==> src/rtl/seg_scan_if.sv <==
// Load channel for seg_scan_ctrl: one 8-nibble display word per valid/ready handshake.
// The producer drives digits_in/load_valid; the scanner returns load_ready.
interface seg_scan_if;
    logic [31:0] digits_in;
    logic        load_valid;
    logic        load_ready;

    modport master (output digits_in, output load_valid, input load_ready);
    modport slave  (input digits_in, input load_valid, output load_ready);
endinterface

==> src/rtl/seg_scan_ctrl.sv <==
// Scan scheduler for an 8-digit multiplexed seven-segment display with per-slot
// blanking, frame-aligned word commit and optional leading-zero suppression.
module seg_scan_ctrl #(
    parameter int          DWELL_CYCLES = 20000,
    parameter int          BLANK_CYCLES = 400,
    parameter logic [3:0]  BLANK_CODE   = 4'hF
) (
    input  logic        clk,
    input  logic        rst_n,
    seg_scan_if.slave   load,
    input  logic        blank_lz,
    output logic [3:0]  digit,
    output logic [7:0]  an,
    output logic        frame_start
);

    localparam int              CW       = (DWELL_CYCLES > 1) ? $clog2(DWELL_CYCLES) : 1;
    localparam logic [CW-1:0]   CNT_LAST = CW'(DWELL_CYCLES - 1);
    localparam logic [31:0]     SHOW_LEN = 32'(DWELL_CYCLES - BLANK_CYCLES);

    logic [CW-1:0] cnt_p0;
    logic [2:0]    sel_p0;
    logic          vld_p0;
    logic [31:0]   active;
    logic [31:0]   pending;
    logic          pending_full;

    logic          show_p0;
    logic          last_p0;
    logic          boundary_p0;
    logic          accept;

    logic [7:0]    an_p1;
    logic [3:0]    digit_p1;
    logic          fs_p1;

    // Nibble idx of word, replaced by BLANK_CODE when it and every more
    // significant nibble are zero; the rightmost digit always shows.
    function automatic logic [3:0] lz_nibble(input logic [31:0] word,
                                             input logic [2:0]  idx,
                                             input logic        lz);
        logic upper_zero;
        upper_zero = 1'b1;
        for (int j = 0; j < 8; j++) begin
            if (j >= int'(idx) && word[4*j +: 4] != 4'h0) upper_zero = 1'b0;
        end
        if (lz && idx != 3'd0 && upper_zero) return BLANK_CODE;
        return word[{idx, 2'b00} +: 4];
    endfunction

    always_comb begin
        show_p0     = (32'(cnt_p0) < SHOW_LEN);
        last_p0     = (cnt_p0 == CNT_LAST);
        boundary_p0 = vld_p0 && last_p0 && (sel_p0 == 3'd7);
        accept      = load.load_valid && load.load_ready;
    end

    // vld_p0 holds scanning off for one cycle after reset so the first frame
    // starts on the second cycle after release.
    assign load.load_ready = vld_p0 & ~pending_full;

    // p0: scan position, word buffers -> p1: registered anode/digit outputs
    always_ff @(posedge clk) begin
        if (!rst_n) begin
            cnt_p0       <= '0;
            sel_p0       <= 3'd0;
            vld_p0       <= 1'b0;
            active       <= 32'h0;
            pending_full <= 1'b0;
            an_p1        <= 8'hFF;
            digit_p1     <= 4'h0;
            fs_p1        <= 1'b0;
        end else begin
            vld_p0 <= 1'b1;
            if (vld_p0) begin
                if (last_p0) begin
                    cnt_p0 <= '0;
                    sel_p0 <= sel_p0 + 3'd1;
                end else begin
                    cnt_p0 <= cnt_p0 + CW'(1);
                end
            end
            // Commit and accept are mutually exclusive: accept needs an empty buffer.
            if (boundary_p0 && pending_full) begin
                active       <= pending;
                pending_full <= 1'b0;
            end
            if (accept) pending_full <= 1'b1;

            an_p1    <= (vld_p0 && show_p0) ? ~(8'h01 << sel_p0) : 8'hFF;
            digit_p1 <= vld_p0 ? lz_nibble(active, sel_p0, blank_lz) : 4'h0;
            fs_p1    <= vld_p0 && (cnt_p0 == '0) && (sel_p0 == 3'd0);
        end
    end

    always_ff @(posedge clk) begin
        if (accept) pending <= load.digits_in;
    end

    assign an          = an_p1;
    assign digit       = digit_p1;
    assign frame_start = fs_p1;

endmodule

==> src/flat_wrapper.sv <==
// flat-port wrapper written by rule: the top's interface ports become plain ports
module seg_scan_ctrl_flat 
#(
    parameter int          DWELL_CYCLES = 20000,
    parameter int          BLANK_CYCLES = 400,
    parameter logic [3:0]  BLANK_CODE   = 4'hF
)
  (clk, rst_n, blank_lz, digit, an, frame_start, load_digits_in, load_load_valid, load_load_ready);
  seg_scan_if load_i ();
  input  logic clk;
  input  logic rst_n;
  input  logic blank_lz;
  output logic [3:0] digit;
  output logic [7:0] an;
  output logic frame_start;
  input wire logic [$bits(load_i.digits_in)-1:0] load_digits_in;
  input wire logic [$bits(load_i.load_valid)-1:0] load_load_valid;
  output wire logic [$bits(load_i.load_ready)-1:0] load_load_ready;
  assign load_i.digits_in = load_digits_in;
  assign load_i.load_valid = load_load_valid;
  assign load_load_ready = load_i.load_ready;
  seg_scan_ctrl #(.DWELL_CYCLES(DWELL_CYCLES), .BLANK_CYCLES(BLANK_CYCLES), .BLANK_CODE(BLANK_CODE)) u_core (.clk(clk), .rst_n(rst_n), .load(load_i), .blank_lz(blank_lz), .digit(digit), .an(an), .frame_start(frame_start));
endmodule
==> config.mk <==
export PLATFORM = sky130hd
export DESIGN_NAME = seg_scan_ctrl_flat
export DESIGN_NICKNAME = d
export VERILOG_FILES = /design/src/rtl/seg_scan_if.sv /design/src/rtl/seg_scan_ctrl.sv /design/src/flat_wrapper.sv
export SDC_FILE = /design/constraint.sdc
export NUM_CORES = 1
export LEC_CHECK = 0
export CAP_MARGIN = 20
export CORE_MARGIN = 3
export CORE_UTILIZATION = 45
export DETAILED_ROUTE_END_ITERATION = 16
export HOLD_SLACK_MARGIN = 0.1
export PLACE_DENSITY_LB_ADDON = 0.08
export SLEW_MARGIN = 30
export SYNTH_ARGS = -nofsm -noshare
export SYNTH_HDL_FRONTEND = slang
export SYNTH_SLANG_ARGS = --single-unit
==> constraint.sdc <==
create_clock -name clk -period 1.8 [get_ports clk]
set_clock_uncertainty 0.1 [all_clocks]
set_input_delay 0.36 -clock clk [delete_from_list [all_inputs] [get_ports clk]]
set_output_delay 0.36 -clock clk [all_outputs]
set_load 0.005 [all_outputs]
# ---- Yosys cells after proc, flatten, opt, wreduce, memory -nomap -nowiden
# Cells that the tools add are included.
dict set report classes {
  addsub 2
  order_cmp 8
  eq_ne 2
  shift 2
  mux 17
  n_bitwise 3
  reduce_logical 31
}
# operator count
set op_table {}
lappend op_table {{4-bit nonzero test} 8}
lappend op_table {{32-bit by 6-bit indexed part select with 4-bit output} 1}
lappend op_table {{1-bit logical AND} 16}
lappend op_table {{15-bit by 1-bit adder with 15-bit output, second input constant} 1}
lappend op_table {{15-bit == test, second input constant} 1}
lappend op_table {{15-bit logical NOT} 1}
lappend op_table {{15-bit less-than comparator, second input constant} 1}
lappend op_table {{15-bit 2-to-1 mux} 1}
lappend op_table {{1-bit 2-to-1 mux} 14}
lappend op_table {{3-bit greater-or-equal comparator, first input constant} 3}
lappend op_table {{4-bit 2-to-1 mux} 2}
lappend op_table {{8-bit NOT} 1}
lappend op_table {{1-bit by 3-bit << shifter with 8-bit output, first input constant} 1}
lappend op_table {{1-bit by 3-bit greater-or-equal comparator with 1-bit output, first input constant} 2}
lappend op_table {{2-bit by 3-bit greater-or-equal comparator with 1-bit output, first input constant} 2}
lappend op_table {{2-bit AND reduction} 3}
lappend op_table {{3-bit by 1-bit adder with 3-bit output, second input constant} 1}
lappend op_table {{3-bit == test, second input constant} 1}
lappend op_table {{3-bit logical NOT} 1}
lappend op_table {{3-bit nonzero test} 1}
lappend op_table {{2-bit nonzero test} 1}
lappend op_table {{1-bit bitwise AND} 1}
lappend op_table {{1-bit NOT} 1}
dict set report word_totals {
  ff_bits 97
  in_bits 36
  output_inout_bits 14
  word_cells 74
}

# ---- Longest topological paths before layout
dict set report logic_depth {
  depth_word 15
  depth_mapped 7
  ltp_nobuf 6
}

# ---- Least setup slack after synthesis
# OpenSTA, ideal clock, no wires.
dict set report synth_timing {
  kind {register to register}
  start {reg u_core.sel_p0[1]}
  end {reg u_core.digit_p1[0], in the netlist u_core.digit[0]}
  t_arrival_ps 1781
  required_ps 1624
  setup_slack_ps -157
  path_stages_with_launch 8
  path_buffers 1
  period_less_slack_ps 1957
  cell_sequence {dfxtp_1 clkbuf_1 inv_1 ha_1 nor2b_1 nor4b_1 nand4_1 o22ai_1}
}
dict set report synth_via {
  elab_chain_cells 15
  word_cells_on_any_way 30
  classes_between {7 x order compare; 1 x shift; 12 x mux; 10 x reduce/logical}
}
# item line
set synth_lines {}
lappend synth_lines {{start, declared} seg_scan_ctrl.sv:22} ;# logic [2:0] sel_p0;
lappend synth_lines {{start signal, assigned} seg_scan_ctrl.sv:78} ;# sel_p0 <= sel_p0 + 3'd1;
lappend synth_lines {{1-bit by 3-bit greater-or-equal comparator with 1-bit output} seg_scan_ctrl.sv:45} ;# if (j >= int'(idx) && word[4*j +: 4] != 4'h0) upper_zero = 1'b0;
lappend synth_lines {{1-bit logical AND} seg_scan_ctrl.sv:45}
lappend synth_lines {{1-bit 2-to-1 mux (8 in a row)} seg_scan_ctrl.sv:45}
lappend synth_lines {{1-bit 2-to-1 mux} seg_scan_ctrl.sv:64} ;# if (!rst_n) begin
lappend synth_lines {{1-bit logical AND} seg_scan_ctrl.sv:47} ;# if (lz && idx != 3'd0 && upper_zero) return BLANK_CODE;
lappend synth_lines {{1-bit 2-to-1 mux} seg_scan_ctrl.sv:47}
lappend synth_lines {{1-bit 2-to-1 mux} seg_scan_ctrl.sv:64}
lappend synth_lines {{4-bit 2-to-1 mux *} seg_scan_ctrl.sv:48} ;# return word[{idx, 2'b00} +: 4];
lappend synth_lines {{end signal, assigned} seg_scan_ctrl.sv:91} ;# digit_p1 <= vld_p0 ? lz_nibble(active, sel_p0, blank_lz) : 4'h0;
lappend synth_lines {{end, declared} seg_scan_ctrl.sv:34} ;# logic [3:0] digit_p1;
# Mark *: on every way between the ends. The rest lies on a longest branch, timed or not. The select of a mux whose other input is x is not followed.
# A chain may end at the register's enable or synchronous reset.

# ---- Worst setup path in the final report
dict set report layout_timing {
  start {reg u_core.cnt_p0[12]}
  end {reg u_core.cnt_p0[11]}
}
dict set report layout_via {
  elab_chain_cells 2
}
# item line
set layout_lines {}
lappend layout_lines {{start, declared} seg_scan_ctrl.sv:21} ;# logic [CW-1:0] cnt_p0;
lappend layout_lines {{start signal, assigned} seg_scan_ctrl.sv:80} ;# cnt_p0 <= cnt_p0 + CW'(1);
lappend layout_lines {{15-bit == test} seg_scan_ctrl.sv:53} ;# last_p0 = (cnt_p0 == CNT_LAST);
lappend layout_lines {{15-bit 2-to-1 mux} seg_scan_ctrl.sv:76} ;# if (last_p0) begin
# Every way passes these cells.

==> metrics.txt <==
period utilization=105%; status=complete, but fails checks; Yosys cell types=39; diode count=0; Die Width=101 microns; Crit Path Class=reg -> reg; number of global-route vias before repair=2708; initial antenna violation count=0; Clock Latency Late Sink=360 ps; crit end category=register; TritonRoute pass-1 iters=4; Initial Utilization=47.6%; Hold Slack=259 ps; Required @ worst endpoint=1950 ps; pre-CTS setup slack=-108 ps; #FFs+latches synth=97; min cycle time layout=1890 ps; GRT Total Usage=16.6%; sequential fraction of the synthesis area=56.1%; Syn Std Cell Area=4030 sq um; worst min path class=in -> reg; largest net degree at the start of global routing=41; Worst Setup Start Kind=register; Post-synth top flop=dfxtp_1; HPWL Detailed=between 5 and 6 mm; P_leak=2.13 nW; asr flop ratio synth=0%; setup slack after layout=-89.8 ps; Final Max Slew Viols=0; Synth area leaders=dfxtp_1, edfxtp_1, mux2i_1; TritonCTS Buffers=9; Area growth syn-to-layout=27.8%; via count=approximately 2800; die area=around 10000 sq um; Routed Antenna Nets=0; FMAX=about 530 MHz; # rows=33; DRT iter0 DRCs=89; final setup fails=59; total routed wirelength=7.87 mm; Max transition margin=72.8%; count of input and output buffers=49; Avg Inst Size Synth=~11 sq um; Post-synth EDFFs=32; syn_nets=~400; RSZ-0062 raised after global routing=true; DRC=0; yosys synthesis warning count=0; PD cells=775 nW/um^2; Pwr Total=0.00399 W; data arrival time of the critical path=2040 ps; GR Overflow Total=0; first-pass GRT wire length=13.2 mm; maximum VDD drop=~0.48 mV; # IOs=50; Sink Count=97; post-synth top area share=around a third; Worst-Margin Slew=404 ps; commonest non-fill, non-tap cell in the layout=nand2_1; # nets final=around 480; commonest non-fill, non-tap cells in the layout=nand2_1, dfxtp_1, clkdlybuf4s50_1; max cap viols=0; Synth Instances=359; crit-path max FO=15; CTS max path bufs=2; Wirelength per Cell=14.3 microns; Die H=101 microns; Synth area leader=dfxtp_1; CTS root buf=clkbuf_8; CORE AREA=around 8500 sq um; final hold vios=0; H-tree depth=3; TritonCTS clock tree=built; gpl congestion=0.863; violated checks=negative setup slack; ratio of cells with drive above 1 in the final layout=18.7%; Clock transition at path regs=90 ps; drt via density=about 5.1; FILL cells=734
==> per-layer routing <==
| layer | GRT usage (%) | part of all wire, % | vias up | wire length [microns] |
|---|---|---|---|---|
| met5 | 0 | 0 | - | 0 |
| met4 | 4.35 | 0.95 | 0 | 75 |
| met3 | 4.64 | 5.3 | 7 | 419 |
| met2 | 24.8 | 44 | 55 | 3450 |
| met1 | 23.7 | 50 | 1320 | 3930 |
| li1 | - | - | 1434 | - |
==> metrics by stage <==
stage	setup TNS, ps	utilization (%)	cells	instance area (sq um)
6_report	-2590	60.8	549	5150
5_1_grt	-6550	60.8	549	5150
4_1_cts	-3150	60.5	548	5120
3_5_place_dp	-3110	57.7	531	4880
3_3_place_gp	-1730	57.7	531	4880
2_1_floorplan	-1230	-	359	4050
==> synthesized netlist by cell type (all sizes together), types with 2 or more instances <==
master  count
a21oi       7
a31oi       2
and3        2
and4        2
buf         7
clkbuf     13
dfxtp      65
edfxtp     32
ha          8
inv         8
mux2i      37
mux4        8
nand2      76
nand3      12
nand4       7
nor2       19
nor2b       2
nor3        2
nor4        8
nor4b       2
o21ai       7
o22ai       4
o31a        2
or3         6
or4         5
xnor2       6
xor2        5
==> what timing repair did <==
| item | in CTS | in global routing |
|---|---|---|
| resized for setup | 8 | 6 |
| buffers inserted | 1 | 1 |
| pin swaps | 2 | 2 |
| setup endpoints to repair | 62 | 63 |
| hold buffers | 0 | 0 |
| endpoints found under the hold margin | 0 | 0 |
==> flip-flops by register name (all words and copies together) (netlist names) <==
name and count:
u_core.active 32, u_core.an 8, u_core.cnt_p0 15, u_core.digit 4, u_core.frame_start 1, u_core.pending 32, u_core.pending_full 1, u_core.sel_p0 3
u_core.vld_p0 1
==> cell type report <==
class	instances	area, sq um	area share, %
Sequential cell	97	2270	44.0
Clock inverter	7	83.8	1.63
Timing Repair Buffer	89	842	16.4
Multi-Input combinational cell	234	1670	32.4
Inverter	8	33.8	0.656
Tap cell	105	131	2.55
Clock buffer	9	124	2.41
==> logic make-up after synthesis <==
kind of cell,synth area share [%]
AOI/OAI and AO/OA,4.63
xor gates and xnor gates,2.39
adders and majority gates,2.48
buffers and inverters,3.45
DFF,56.1
muxes,13.7
and+or+nand+nor,17.2
==> worst max-delay path, cell delays in order (launching register included) <==
cell,delay (ps)
dfxtp_1,320
or3_4,410
or4_4,570
o21ai_4,180
buf_12,160
a21oi_1,50
==> where the power goes <==
group | switching [W] | total [W] | leakage (nW) | internal, W
clock network | 0.000788 | 0.00146 | 0.103 | 0.000669
logic | 0.0000930 | 0.000214 | 1.21 | 0.000121
registers | 0.0000151 | 0.00232 | 0.824 | 0.00231
==> path summary, 6_finish.rpt <==
| check | from | end | slack (ps) | cells after the start |
|---|---|---|---|---|
| hold / removal | rst_n | u_core.sel_p0[0]$_SDFFE_PN0P_ | 260 | 3 |
| setup / recovery | u_core.cnt_p0[12]$_SDFFE_PN0P_ | u_core.cnt_p0[11]$_SDFFE_PN0P_ | -90 | 5 |
| hold reg to reg | u_core.active[20]$_SDFFE_PN0P_ | u_core.active[20]$_SDFFE_PN0P_ | 380 | 2 |
| setup reg to reg | u_core.cnt_p0[12]$_SDFFE_PN0P_ | u_core.cnt_p0[11]$_SDFFE_PN0P_ | -90 | 5 |
(Power assumes the default switching activity.)
==> variant 1: new RTL, same flow settings <==
Make the reset (`rst_n`) asynchronous in one clocked block.
--- a/src/rtl/seg_scan_ctrl.sv
+++ b/src/rtl/seg_scan_ctrl.sv
@@ -61,5 +61,5 @@
 
     // p0: scan position, word buffers -> p1: registered anode/digit outputs
-    always_ff @(posedge clk) begin
+    always_ff @(posedge clk or negedge rst_n) begin
         if (!rst_n) begin
             cnt_p0       <= '0;
Behaviour: differs if rst_n is asserted again (counterexample within 4 cycles, from zero or initial values and one cycle with rst_n low); with rst_n held inactive, the same outputs for 10 cycles.
==> variant 1 against the original RTL <==
- the flow still finishes with violations (negative setup slack)
- design area is 5.2% higher
- cell count is 12% lower
- routed wire length grew 0.66%
- synthesized area increased by 3.8%
- setup slack worse by 0.12 ns
- sequential cell count stayed put
- critical path depth stayed put
- critical path type unchanged
- critical endpoint is now u_core.active[17]$_DFFE_PN0P_
Power is not compared: it rests on default switching activity, and its combinational part moved more than twofold at a synthesized area within 25%.
==> variant 1: results (changes against the original RTL) <==
* Outcome: complete, but fails checks (unchanged)
* Failing checks: negative setup slack (unchanged)
* Initial DRC Count at 103 (was 89)
* Clock buffer cells at 10 (was 9)
* Post-layout net count at 412 (was 483)
* Wl on met1 at 3690 µm (was 3930 µm)
* M1 GR Usage at 23.6% (was 23.7%)
* Hold Path Class: reg -> reg (was in -> reg)
* Grt met2 use at 25.3% (was 24.8%)
* Multi-input logic area at 1560 µm² (was 1670 µm²)
* FFs w/ async S/R, synth at 67.0% (was 0%)
* First-pass GRT wire length at 13100 µm (was 13200 µm)
* Post-synthesis sequential area ratio at 62.1% (was 56.1%)
* Grt met3 use at 3.75% (was 4.64%)
* WP data arrival at 2.15 ns (was 2.04 ns)
* Vias in the first global route at 2520 (was 2708)
* Net Count, Synth at 319 (was 403)
* Fillers at 724 (was 734)
* Register area at 2600 µm² (was 2270 µm²)
* Pwr Total at about 4.5 mW
* Comb_multi_in at 161 (was 234)
* Setup-failing EPs final at 41 (was 59)
* Pre-CTS setup slack at -0.480 ns (was -0.108 ns)
* Total wire length at 7920 µm (was 7870 µm)
* Fin Setup TNS at -6.79 ns (was -2.59 ns)
* Non-CTS buffers at 92 (was 89)
* PnR worst setup slack at -0.212 ns (was -0.0898 ns)
* Post-synth top cells: dfrtp_1, edfxtp_1, mux2_4, nand2_1, nand4_1 (was nand2_1, dfxtp_1, mux2i_1, edfxtp_1, nor2_1)
* Synth cell types at 49 (was 39)
* Metal2 WL at 3780 µm (was 3450 µm)
==> variant 1: path summary, 6_finish.rpt <==
check	from	to	slack, ns	cells after the start
worst max-delay path	u_core.cnt_p0[8]$_DFFE_PN0P_	u_core.active[17]$_DFFE_PN0P_	-0.21	5
min in group asynchronous	rst_n	u_core.cnt_p0[13]$_DFFE_PN0P_	0.45	3
max in group asynchronous	rst_n	u_core.an[4]$_DFF_PN1_	0.83	3
worst min-delay path	u_core.pending[12]$_DFFE_PP_	u_core.active[12]$_DFFE_PN0P_	0.38	1
worst max register to register	u_core.cnt_p0[8]$_DFFE_PN0P_	u_core.active[17]$_DFFE_PN0P_	-0.21	5
worst min register to register	u_core.pending[12]$_DFFE_PP_	u_core.active[12]$_DFFE_PN0P_	0.38	1
==> variant 1: what timing repair did <==
action / CTS / global route
setup endpoints to repair: 54 / 48
buffers inserted: 2 / 0
endpoints found under the hold margin: 57 / 0
hold buffers: 1 / 0
pin swaps: 3 / 6
gates resized for setup: 17 / 15
==> variant 1: per-stage QoR <==
| step | utilization (%) | instance area, µm² | instances | hold slack (ns) |
|---|---|---|---|---|
| after floorplan | - | 4220 | 275 | -0.0356 |
| after global placement | 57.5 | 5110 | 462 | 0.300 |
| after detailed placement | 57.5 | 5110 | 462 | 0.305 |
| after CTS | 60.5 | 5380 | 481 | 0.384 |
| after global routing | 60.9 | 5420 | 481 | 0.402 |
| final | 60.9 | 5420 | 481 | 0.382 |
==> variant 1: cell families after synthesis <==
logic type | after synthesis | synth area share [%]
AO/OA/AOI/OAI | 24 | 3.44
buffers and inverters | 17 | 2.18
XOR/XNOR | 11 | 2.30
adder cells (fa/ha/maj) | 8 | 2.39
multiplexers | 46 | 17.2
other | 1 | 0.0897
AND/OR/NAND/NOR | 71 | 10.2
flip-flops | 97 | 62.1
==> variant 2: new RTL, config.mk and constraints unchanged <==
Without the edit above. `DWELL_CYCLES` is set to 20000 in 2 places; all go to 5000.
--- a/src/rtl/seg_scan_ctrl.sv
+++ b/src/rtl/seg_scan_ctrl.sv
@@ -2,5 +2,5 @@
 // blanking, frame-aligned word commit and optional leading-zero suppression.
 module seg_scan_ctrl #(
-    parameter int          DWELL_CYCLES = 20000,
+    parameter int          DWELL_CYCLES = 5000,
     parameter int          BLANK_CYCLES = 400,
     parameter logic [3:0]  BLANK_CODE   = 4'hF
--- a/src/flat_wrapper.sv
+++ b/src/flat_wrapper.sv
@@ -2,5 +2,5 @@
 module seg_scan_ctrl_flat 
 #(
-    parameter int          DWELL_CYCLES = 20000,
+    parameter int          DWELL_CYCLES = 5000,
     parameter int          BLANK_CYCLES = 400,
     parameter logic [3:0]  BLANK_CODE   = 4'hF
Check against the original RTL: no difference found for any inputs over 10 cycles, from zero or initial values and one cycle with rst_n low; that may be too few to reach the edited logic, so the function may still have changed.
==> variant 2 against the original RTL <==
- the flow still finishes with violations (negative setup slack)
- sequential cell count down 2
- clock power is 4% lower
- via count grew 6.1%
- cell count grew 0.18%
- setup slack worse by 0.12 ns
- worst hold slack improved by 0.12 ns
- design area increased by 1.9%
- sequential power down 2%
- power fell by 3.1%
- synthesized area fell by 2.3%
- synthesized cell count is 1.9% lower
- routed wire length grew 12%
- critical path type unchanged
- largest cell class unchanged
==> variant 2: results (changes against the original RTL) <==
* Total wire length at 8780 µm (was 7870 µm)
* Biggest regs: u_core.active: 32 flops, u_core.pending: 32 flops, u_core.cnt_p0: 13 flops (was u_core.active: 32 flops, u_core.pending: 32 flops, u_core.cnt_p0: 15 flops)
* Ranking of synthesized cells by area: dfxtp_1, edfxtp_1, a21boi_1 (was dfxtp_1, edfxtp_1, mux2i_1)
* Mean post-synth cell area at 11.2 µm² (about the same)
* Outcome: complete, but fails checks (unchanged)
* Post-synth top cells: dfxtp_1, nand3_1, edfxtp_1, a21boi_1, o21ai_1 (was nand2_1, dfxtp_1, mux2i_1, edfxtp_1, nor2_1)
* Final HPWL DP at 6120 µm (was 5750 µm)
* Hold path depth at 2 (was 3)
* Post-cts gate resize count at 12 (was 8)
* # port buffers at 49 (unchanged)
* Origin of the critical flop-to-flop path: u_core.cnt_p0[6]$_SDFFE_PN0P_ (was u_core.cnt_p0[12]$_SDFFE_PN0P_)
* Post-synthesis register bit count at 95 (was 97)
* Cell Area, Placed at 4860 µm² (was 4880 µm²)
* Hold Path Class: reg -> reg (was in -> reg)
* VDD IR max at 0.488 mV (was 0.477 mV)
* Fillers at 665 (was 734)
* Placed Instances at 530 (was 531)
* Layout cells sized above 1 at 24.7% (was 18.7%)
* RD Place Congestion at 0.939 (was 0.863)
* WL/cell at 16.0 µm (was 14.3 µm)
* Pre-CTS setup slack at -0.167 ns (was -0.108 ns)
* CP Max Fanout at 23 (was 15)
* Setup-failing EPs final at 48 (was 59)
* Total GRT Usage at 18.3% (was 16.6%)
* Post-layout net count at 484 (was 483)
* Top_reg_cell synth: dfxtp_1 (unchanged)
* Failing checks: negative setup slack (unchanged)
* WP data arrival at 2.16 ns (was 2.04 ns)
* Initial DRC Count at 149 (was 89)
* Hold_sp: u_core.active[23]$_SDFFE_PN0P_ (was rst_n)
* WHS at 0.378 ns (was 0.259 ns)
* Worst r2r dst: u_core.active[9]$_SDFFE_PN0P_ (was u_core.cnt_p0[11]$_SDFFE_PN0P_)
* Synth cell types at 45 (was 39)
* First-pass GRT wire length at 14300 µm (was 13200 µm)
* Vias in the first global route at 2972 (was 2708)
* Pleak at 1.84 nW (was 2.13 nW)
* Crit path to: u_core.active[9]$_SDFFE_PN0P_ (was u_core.cnt_p0[11]$_SDFFE_PN0P_)
* Slew @ Worst Pin at 0.461 ns (was 0.404 ns)
* Via/cell ratio at 5.43 (was 5.13)
* Post-synthesis sequential area ratio at 56.4% (was 56.1%)
* Setup Buffers After CTS at 0 (was 1)
* Fin Setup TNS at -7.07 ns (was -2.59 ns)
* PnR worst setup slack at -0.214 ns (was -0.0898 ns)
[variant 2: cell count changes in the layout (fill, tap and decap cells not counted), sizes merged, moves of 4 or more]
cell and change:
a21boi +34, a21o +5, and2 +4, buf +10
inv -4, mux2i -36, nand2 -54, nand3 +29
nor2 -8, o21ai +28, o22ai -4, or3 -4
[variant 2: critical path, stage by stage (launching register included)]
cell,delay [ns]
dfxtp_2,0.33
or4_4,0.55
or4_4,0.48
buf_12,0.19
o21ai_1,0.15
a21boi_1,0.09
[variant 2: cell families (layout without fill, tap and decap cells)]
family	Yosys count	in the layout	synth area share, %
AND/OR/NAND/NOR	110	110	15.0
flip-flops	95	95	56.4
AO/OA/AOI/OAI	90	90	14.8
buffers and inverters	29	122	3.88
XOR/XNOR	11	11	2.45
multiplexers	9	9	4.83
adder cells (fa/ha/maj)	8	8	2.54
[variant 2: area by class of cell]
| type | count | area (µm²) | area share, % |
|---|---|---|---|
| flip-flops and latches | 95 | 2230 | 42.5 |
| multi-input cells | 228 | 1710 | 32.6 |
| repair buffers | 100 | 956 | 18.2 |
| well taps | 105 | 131 | 2.50 |
| clock buffers | 10 | 128 | 2.43 |
| clock inverters | 6 | 68.8 | 1.31 |
| inverters | 6 | 25.0 | 0.477 |
[variant 2: routing by layer]
layer | GRT usage (%) | vias to the layer above | part of all wire, %
li1 | - | 1473 | -
met1 | 23.9 | 1434 | 43
met2 | 30.1 | 70 | 50
met3 | 3.79 | 12 | 5.1
met4 | 6.62 | 0 | 1.6
met5 | 0 | - | 0
[variant 2: report_power, final]
part	leakage [nW]	internal [mW]	switching (mW)	total, mW
clock network	0.0985	0.651	0.751	1.40
registers	0.809	2.26	0.0146	2.28
logic	0.937	0.122	0.0693	0.192
total	1.84	3.03	0.835	3.87
